## config.mk

```make
export PLATFORM = sky130hd
export DESIGN_NAME = rxshift
export DESIGN_NICKNAME = d
export VERILOG_FILES = /design/src/rtl/usrt_pkg.sv /design/src/rtl/sync_ff.sv /design/src/rtl/rxshift.sv
export SDC_FILE = /design/constraint.sdc
export NUM_CORES = 1
export LEC_CHECK = 0
export CAP_MARGIN = 40
export CORE_ASPECT_RATIO = 1.4
export CORE_MARGIN = 2
export CORE_UTILIZATION = 43
export CTS_CLUSTER_SIZE = 40
export DETAILED_ROUTE_END_ITERATION = 8
export PLACE_DENSITY = 0.65
export SYNTH_ARGS = -nofsm -noshare
export SYNTH_HDL_FRONTEND = slang
export SYNTH_SLANG_ARGS = --single-unit
```

## constraint.sdc

```tcl
create_clock -name i_Pclk -period 6.3 [get_ports i_Pclk]
set_input_delay 1.575 -clock i_Pclk [delete_from_list [all_inputs] [get_ports i_Pclk]]
set_output_delay 1.575 -clock i_Pclk [all_outputs]
set_load 0.01 [all_outputs]
```

## src/rtl/usrt_pkg.sv

```systemverilog
// usrt_pkg: state encodings, frame constants and small helpers shared by the
// serial transmit and receive shift registers.
package usrt_pkg;

  localparam int DATA_BITS = 8;
  localparam int BAUD_W    = 14;

  typedef logic [2:0] usrt_state_t;

  localparam usrt_state_t s_IDLE   = 3'b000;
  localparam usrt_state_t s_START  = 3'b001;
  localparam usrt_state_t s_DATA   = 3'b010;
  localparam usrt_state_t s_STOP   = 3'b011;
  localparam usrt_state_t s_FINISH = 3'b100;

  localparam logic [2:0] LAST_BIT = 3'(DATA_BITS - 1);

  // 2-of-3 vote used for glitch-tolerant line sampling.
  function automatic logic maj3(input logic a, input logic b, input logic c);
    return (a & b) | (a & c) | (b & c);
  endfunction

endpackage

```

## src/rtl/sync_ff.sv

```systemverilog
// sync_ff: STAGES-deep flip-flop chain that brings an asynchronous input into
// the clock domain. Resets to 1 so an idle-high serial line looks idle.
module sync_ff #(
  parameter int STAGES = 2
) (
  input  logic clk,
  input  logic reset,
  input  logic d,
  output logic q
);

  logic [STAGES-1:0] chain;

  // Shift the raw input through the synchroniser chain.
  always_ff @(posedge clk) begin
    if (reset) begin
      chain <= {STAGES{1'b1}};
    end else begin
      chain <= {chain[STAGES-2:0], d};
    end
  end

  assign q = chain[STAGES-1];

endmodule

```

## src/rtl/rxshift.sv

```systemverilog
// rxshift: UART-style receive shift register (1 start, 8 data LSB first,
// 1 stop). Bit timing comes from a clocks-per-bit count latched when the start
// bit is detected. Delivers each byte with a one-cycle o_Pready strobe.
//
// Build option RXSHIFT_MAJORITY_EN: data/stop samples and the start-bit check
// take a 2-of-3 vote over three consecutive synchronised line values.
module rxshift
  import usrt_pkg::*;
#(
  parameter int SYNC_STAGES = 2
) (
  input  logic                 i_Pclk,
  input  logic                 i_Reset,
  input  logic [BAUD_W-1:0]    i_Baud,
  input  logic                 i_Enable,
  input  logic                 i_Rx_Serial,
  output logic [DATA_BITS-1:0] o_Data,
  output logic                 o_Pready,
  output logic                 o_Frame_Err,
  output logic                 o_Busy
);

  usrt_state_t          state;
  logic [BAUD_W-1:0]    clock_count;
  logic [BAUD_W-1:0]    baud_q;
  logic [2:0]           bit_index;
  logic [DATA_BITS-1:0] shift_q;
  logic [DATA_BITS-1:0] data_q;
  logic                 pready_q;
  logic                 frame_err_q;
  logic                 busy_q;
  // Cleared after a frame whose stop bit was low; a new start is only
  // accepted once the line has been seen high again (no re-trigger on break).
  logic                 armed_q;

  logic                 rx_s;
  logic                 sample_s;
  logic [BAUD_W-1:0]    half_m1_s;
  logic [BAUD_W-1:0]    full_m1_s;

  sync_ff #(
    .STAGES (SYNC_STAGES)
  ) u_sync (
    .clk   (i_Pclk),
    .reset (i_Reset),
    .d     (i_Rx_Serial),
    .q     (rx_s)
  );

`ifdef RXSHIFT_MAJORITY_EN
  logic rx_d1;
  logic rx_d2;

  // Keep the two previous line values for the 2-of-3 vote. The vote window
  // is the line delayed by one cycle, so the middle vote sits on the nominal
  // sample point and the decision lands one cycle after it.
  always_ff @(posedge i_Pclk) begin
    if (i_Reset) begin
      rx_d1 <= 1'b1;
      rx_d2 <= 1'b1;
    end else begin
      rx_d1 <= rx_s;
      rx_d2 <= rx_d1;
    end
  end

  assign sample_s = maj3(rx_d2, rx_d1, rx_s);
`else
  assign sample_s = rx_s;
`endif

  assign half_m1_s = (baud_q >> 1) - 14'd1;
  assign full_m1_s = baud_q - 14'd1;

  // Receive state machine: start detection, bit-centre sampling and delivery.
  always_ff @(posedge i_Pclk) begin
    if (i_Reset) begin
      state       <= s_IDLE;
      clock_count <= 14'd0;
      baud_q      <= 14'd0;
      bit_index   <= 3'd0;
      shift_q     <= 8'd0;
      data_q      <= 8'd0;
      pready_q    <= 1'b0;
      frame_err_q <= 1'b0;
      busy_q      <= 1'b0;
      armed_q     <= 1'b1;
    end else begin
      pready_q <= 1'b0;
      case (state)
        s_IDLE: begin
          if (rx_s) begin
            armed_q <= 1'b1;
          end else if (i_Enable && armed_q) begin
            state       <= s_START;
            clock_count <= 14'd0;
            baud_q      <= i_Baud;
            bit_index   <= 3'd0;
            busy_q      <= 1'b1;
          end else begin
            state <= s_IDLE;
          end
        end
        s_START: begin
          if (clock_count == half_m1_s) begin
            clock_count <= 14'd0;
            if (sample_s) begin
              state  <= s_IDLE;
              busy_q <= 1'b0;
            end else begin
              state <= s_DATA;
            end
          end else begin
            clock_count <= clock_count + 14'd1;
          end
        end
        s_DATA: begin
          if (clock_count == full_m1_s) begin
            clock_count        <= 14'd0;
            shift_q[bit_index] <= sample_s;
            if (bit_index == LAST_BIT) begin
              bit_index <= 3'd0;
              state     <= s_STOP;
            end else begin
              bit_index <= bit_index + 3'd1;
            end
          end else begin
            clock_count <= clock_count + 14'd1;
          end
        end
        s_STOP: begin
          if (clock_count == full_m1_s) begin
            clock_count <= 14'd0;
            data_q      <= shift_q;
            frame_err_q <= ~sample_s;
            pready_q    <= 1'b1;
            armed_q     <= sample_s;
            state       <= s_FINISH;
          end else begin
            clock_count <= clock_count + 14'd1;
          end
        end
        s_FINISH: begin
          state  <= s_IDLE;
          busy_q <= 1'b0;
        end
        default: begin
          state       <= s_IDLE;
          clock_count <= 14'd0;
          bit_index   <= 3'd0;
          busy_q      <= 1'b0;
        end
      endcase
    end
  end

  assign o_Data      = data_q;
  assign o_Pready    = pready_q;
  assign o_Frame_Err = frame_err_q;
  assign o_Busy      = busy_q;

endmodule
```

==> results of run 1 <==
-- worst max-delay path, delay by kind of cell (launching register included) --
family | cells | cell delay (ps)
AO/OA/AOI/OAI | 4 | 1070
adder cells (fa/ha/maj) | 1 | 180
buffers and inverters | 1 | 100
flip-flops | 1 | 380
AND/OR/NAND/NOR | 4 | 1640
-- cell families after synthesis --
kind of cell / Yosys count
muxes: 13
adders and majority gates: 5
AOI/OAI and AO/OA: 91
xor gates and xnor gates: 26
and+or+nand+nor: 196
DFF: 56
buffers and inverters: 48
-- final cells by class --
cell class                      count  area [sq um]
Clock buffer                        5          68.8
Clock inverter                      2          60.1
Fill cell                         758          3910
Inverter                           12          45.0
Multi-Input combinational cell    331          2030
Sequential cell                    56          1120
Tap cell                          100           125
Timing Repair Buffer               30           295
-- Yosys cell counts, drive strengths merged (2+ instances only) --
library cell and n:
o211ai 6, nor3b 3, nand3 13, nor4 13, nand2b 9, a21oi 28
nand2 64, or3 5, mux2i 11, inv 12, clkbuf 32, xnor2 14
o31ai 2, or2 3, o31a 2, nor2b 4, or3b 2, dfxtp 56
ha 5, nand3b 5, nand4 3, or4 4, a211oi 3, mux2 2
and2 2, a2111oi 4, a31oi 16, o21ai 7, o311ai 6, nor2 39
a32oi 3, nor3 15, and3 9, o41ai 7, buf 4, xor2 11
-- through the flow --
step	instance area [sq um]	std cells
CTS	3740	536
detailed placement	3620	529
global route	3740	536
floorplan	3340	435
global placement	3620	529
finish	3740	536
-- worst paths after layout --
check	from	cells after the start	to
worst max-delay path	baud_q[1]	10	state[0]
worst min-delay path	u_sync.chain[0]	1	u_sync.chain[1]
worst max register to register	baud_q[1]	10	state[0]
worst min register to register	u_sync.chain[0]	1	u_sync.chain[1]
-- flip-flops by register name, indices dropped and copies added (netlist names) --
signal        flops
baud_q           14
clock_count      14
o_Data            8
shift_q           8
bit_index         3
state             3
u_sync.chain      2
armed_q           1
o_Busy            1
o_Frame_Err       1
o_Pready          1
-- power groups by stage --
stage / sequential [mW] / clock, mW / combinational (mW)
3_5_place_dp: 0.371 / 0 / 0.0730
3_3_place_gp: 0.371 / 0 / 0.0723
5_1_grt: 0.363 / 0.291 / 0.0823
2_1_floorplan: 0.367 / 0 / 0.0549
6_report: 0.363 / 0.274 / 0.0732
4_1_cts: 0.363 / 0.281 / 0.0734
-- layer usage --
layer  routed length, um  track usage [%]  part of all wire, %  vias up
met5                   0                0                    0        -
met4                 312             10.8                  3.9        0
met3                 241             3.34                  3.0       23
met2                4170             38.3                   52       53
met1                3330             22.0                   41     1421
li1                    -                -                    -     1554
==> impl_metrics.toml, run 1 <==
[timing]
worst_pin_slew_ps = 889
skew_ps = 6.62
setup_tns_ps = 0
relSlewSlack_pct = 40.6
finalHoldViolCount = 0
fmax_mhz = 291
slew_violations = 0
layout_worst_path_cycle_share_pct = 54.6
setup_viol = 0
worst_hold_slack_ps = 416
fin_crit_ps = 3440
rsz0062_at_grt = "no"
finalWorstSetupSlack_ps = 2860

[synthesis]
synth-simple-area-share_pct = 29.4
synthMuxAreaShare_pct = 3.97
netlist_instances = 435
syn_area_sq_um = 3340
async_flop_share_pct = 0
yosysWarnings = 0
syn-num-nets = 458
synthFlopType = "dfxtp_1"
synth_top_area_cell = "dfxtp_1"
synth_top_area_share_pct = 33.6
syn_area_per_cell_sq_um = 7.68
yosysUniqueCellTypes = 54
synth.top_cells.by_area = "dfxtp_1 34%, nand2_1 7.2%, nor2_1 4.4%, a21oi_1 4.2%, xnor2_1 3.7%"
yosys.area_share.adder_pct = 1.87
synth_top_family_by_area = "simple AND/OR/NAND/NOR gates"
synth-compound-area-share_pct = 18.2
synth-seq-cells = 56
synth_edf_count = 0
ys_seq_area_share_pct = 33.6
synth_xor_area_share_pct = 7.23

[critical_path]
reg2reg_slack_ps = 2860
cp_cell_sequence = "inv_1, ha_1, or3b_1, o31a_1, nor3_2, o31ai_1, or4_4, a22o_1, or3_1, a21oi_1"
crit_arrival_ps = 3690
cpMaxStageDelayCell = "or4_4"
cp_data_required_time_ps = 6550
endpoint_kind = "flip-flop"
worstSetupStartpointType = "flip-flop"
critical_path_class = "reg2reg"
crit_fanout = 25
critPathMaxStageDelay_ps = 570

[floorplan]
initial_core_util_pct = 43.6
dieArea_sq_um = 8500
io_pins = 29
die_w_um = 78.5
core-area_sq_um = 7650
row_count = 38
die_h_um = 108

[route]
vias = 3051
viasPerCell = 5.69
dr.first_iter.drc_count = 161
post_drt_wl_per_cell_um = 15.0
drtAntennaViolNets = 0
totalWireLength_um = 8060
drc_errors = 0
dr.pass1.iters = 4

[cts]
cts-buffers-inserted = 5
clk_pin_slew_worst_paths_ps = 100
cts_resized = 0
postCtsSetupRepairBufs = 0
cts_buffer_depth = 2
htree_levels = 2
hold_buffers = 0
clock-sinks = 56
cts.root.buffer_cell = "clkbuf_8"
insertion_delay_ps = 320
cts_tree = "yes"

[grt]
grtUsageTotal_pct = 20.5
first_global_vias = 3024
antenna_found_initial = 0
grt_max_degree = 38
grt-ovfl-total = 0
grt_pass1_wl_um = 13900

[cells_and_area]
post-route-util_pct = 48.9
drive_gt1_share_pct = 4.59
final_common_cell = "nand2_1"
area_growth_pct = 12.1
diodes = 0
final_cell_mix = "64 x nand2_1, 56 x dfxtp_1, 39 x nor2_1"
nets = 459

[power_and_ir_drop]
intPower_mw = 0.547
seqPwrFrac_pct = 51.1
p_leak_nw = 1.32
clkPwrFrac_pct = 38.6
p_comb_share_pct = 10.3
switchingPower_mw = 0.163
total_power_mw = 0.709
powerDensity_nw_per_um2 = 189
switching_share_pct = 22.9
ir_drop_mv = 0.175

[hold_path]
min-delay-path-class = "reg2reg"

[flow_run]
max_cap_violations = 0

[placed_design]
gp_congestion = 0.841
dp_slack_ps = 2740
hpwl_um = 6010
port_buffers = 28

[status]
outcome = "completed"
(Power assumes the default switching activity.)
==> inputs of run 2 (changes only) <==
- clock period: 6.3 -> 3.4 ns (I/O delays scaled with it)
==> run 2 against run 1 <==
  * Worst setup slack lost 2800 ps
  * Sequential share of layout area fell by 1.5 points
  * Largest cell class unchanged
  * Power grew 87%
  * Clock skew grew 1.5 ps
  * Critical path type unchanged
  * Clock power is 82% higher
==> impl_metrics.toml, run 2 (synthesis results as in run 1) <==
[status]
outcome = "completed"

[critical_path]
cp_data_required_time_ps = 3640
endpoint_kind = "flip-flop"
worstSetupStartpointType = "flip-flop"
cp_cell_sequence = "inv_4, ha_4, or3b_4, o31a_1, nor4_4, nand3_1, or4_4, a221o_1, or4b_4, a21oi_2"
path_delay_family = "simple AND/OR/NAND/NOR gates"
critical_path_class = "reg2reg"
cp.buffers_inverters = 1
crit_fanout = 6
crit_arrival_ps = 3570
critPathMaxStageDelay_ps = 540
reg2reg_from = "baud_q[0]"
crit_start = "baud_q[0]"
reg2reg_slack_ps = 80
cpMaxStageDelayCell = "or4b_4"

[power_and_ir_drop]
switching_share_pct = 22.7
p_comb_share_pct = 11.9
switchingPower_mw = 0.301
seqPwrFrac_pct = 50.4
powerDensity_nw_per_um2 = 334
ir_drop_mv = 0.308
intPower_mw = 1.02
p_leak_nw = 1.44
clkPwrFrac_pct = 37.8

[cells_and_area]
post-route-util_pct = 51.8
area_growth_pct = 18.7
fin_area_sq_um = 3970
reg_top3 = "baud_q: 14 flops, clock_count: 14 flops"
diodes = 0
drive_gt1_share_pct = 11.8
layout.cells.non_filler = 559
fillCellCount = 745
final_common_cell = "nand2_1"
regArea_sq_um = 1130
final_cell_mix = "64 x nand2_1, 54 x dfxtp_1, 39 x nor2_1"
nets = 482
multiInputGateArea_sq_um = 2070

[floorplan]
initial_core_util_pct = 43.6
die_h_um = 108
dieArea_sq_um = 8500
io_pins = 29
die_w_um = 78.5
core-area_sq_um = 7650
row_count = 38

[route]
totalWireLength_um = 8640
drc_errors = 0
vias = 3201
post_drt_wl_per_cell_um = 15.5
drtAntennaViolNets = 0
dr.pass1.iters = 4
dr.first_iter.drc_count = 202
viasPerCell = 5.73

[placed_design]
dp_cells = 548
hpwl_um = 6450
port_buffers = 28
placed_area_sq_um = 3760
dp_slack_ps = 3.12
gp_congestion = 0.881

[timing]
setup_tns_ps = 0
worst_pin_slew_ps = 773
finalWorstSetupSlack_ps = 76.9
finalHoldViolCount = 0
setup_viol = 0
relSlewSlack_pct = 48.3
fin_crit_ps = 3320
layout_worst_path_cycle_share_pct = 97.7
fmax_mhz = 301
slew_violations = 0
skew_ps = 8.15

[cts]
cts_buffer_depth = 2
htree_levels = 2
hold_buffers = 0
insertion_delay_ps = 310
cts.root.buffer_cell = "clkbuf_8"
clock-sinks = 56
cts_tree = "yes"
cts-buffers-inserted = 5
clk_pin_slew_worst_paths_ps = 100

[grt]
grt_max_degree = 19
grtUsageTotal_pct = 20.6
grt-ovfl-total = 0
first_global_vias = 3014
grt_pass1_wl_um = 14000
antenna_found_initial = 0

[hold_path]
min-delay-path-class = "reg2reg"
worstHoldStart = "u_sync.chain[0]"

[flow_run]
max_cap_violations = 0
run 2: cell types whose count changed in the layout (fill, tap and decap cells not counted), moves of 2 or more:
cell,before,now
inv_1,12,10
a21oi_1,28,26
dfxtp_1,56,54
buf_4,2,24
a21oi_2,0,2
run 2: power groups by stage:
| stage | clock [mW] | combinational, mW | sequential, mW |
|---|---|---|---|
| after floorplan | 0 | 0.102 | 0.680 |
| after global placement | 0 | 0.146 | 0.683 |
| after detailed placement | 0 | 0.148 | 0.683 |
| after CTS | 0.515 | 0.151 | 0.668 |
| after global routing | 0.531 | 0.173 | 0.668 |
| final | 0.500 | 0.157 | 0.667 |
run 2: routing by layer:
metal	track usage, %	up-vias	wire, um
li1	-	1605	-
met3	2.59	18	241
met4	7.02	0	255
met2	41.4	69	4730
met1	21.7	1509	3410
met5	0	-	0
run 2: final timing paths:
kind              cells past startpoint              end
hold reg to reg                       1  u_sync.chain[1]
setup / recovery                     10     bit_index[1]
setup reg to reg                     10     bit_index[1]
hold / removal                        1  u_sync.chain[1]
run 2: metrics by stage:
step,total power [mW],hold WS (ps)
2_1_floorplan,0.782,389
3_3_place_gp,0.829,392
3_5_place_dp,0.831,398
4_1_cts,1.33,421
5_1_grt,1.37,451
6_report,1.32,418
run 2: area by class of cell:
class,instances,area share [%]
inverters,12,1.20
multi-input cells,331,52.3
clock buffers,5,1.74
flip-flops and latches,56,28.4
clock inverters,2,1.51
well taps,100,3.15
repair buffers,53,11.7
run 2: timing repair:
item,CTS,global route
setup buffers,0,3
gates resized for setup,2,13
pin swaps,0,5
cloned,0,0
endpoints found under the setup margin,2,2
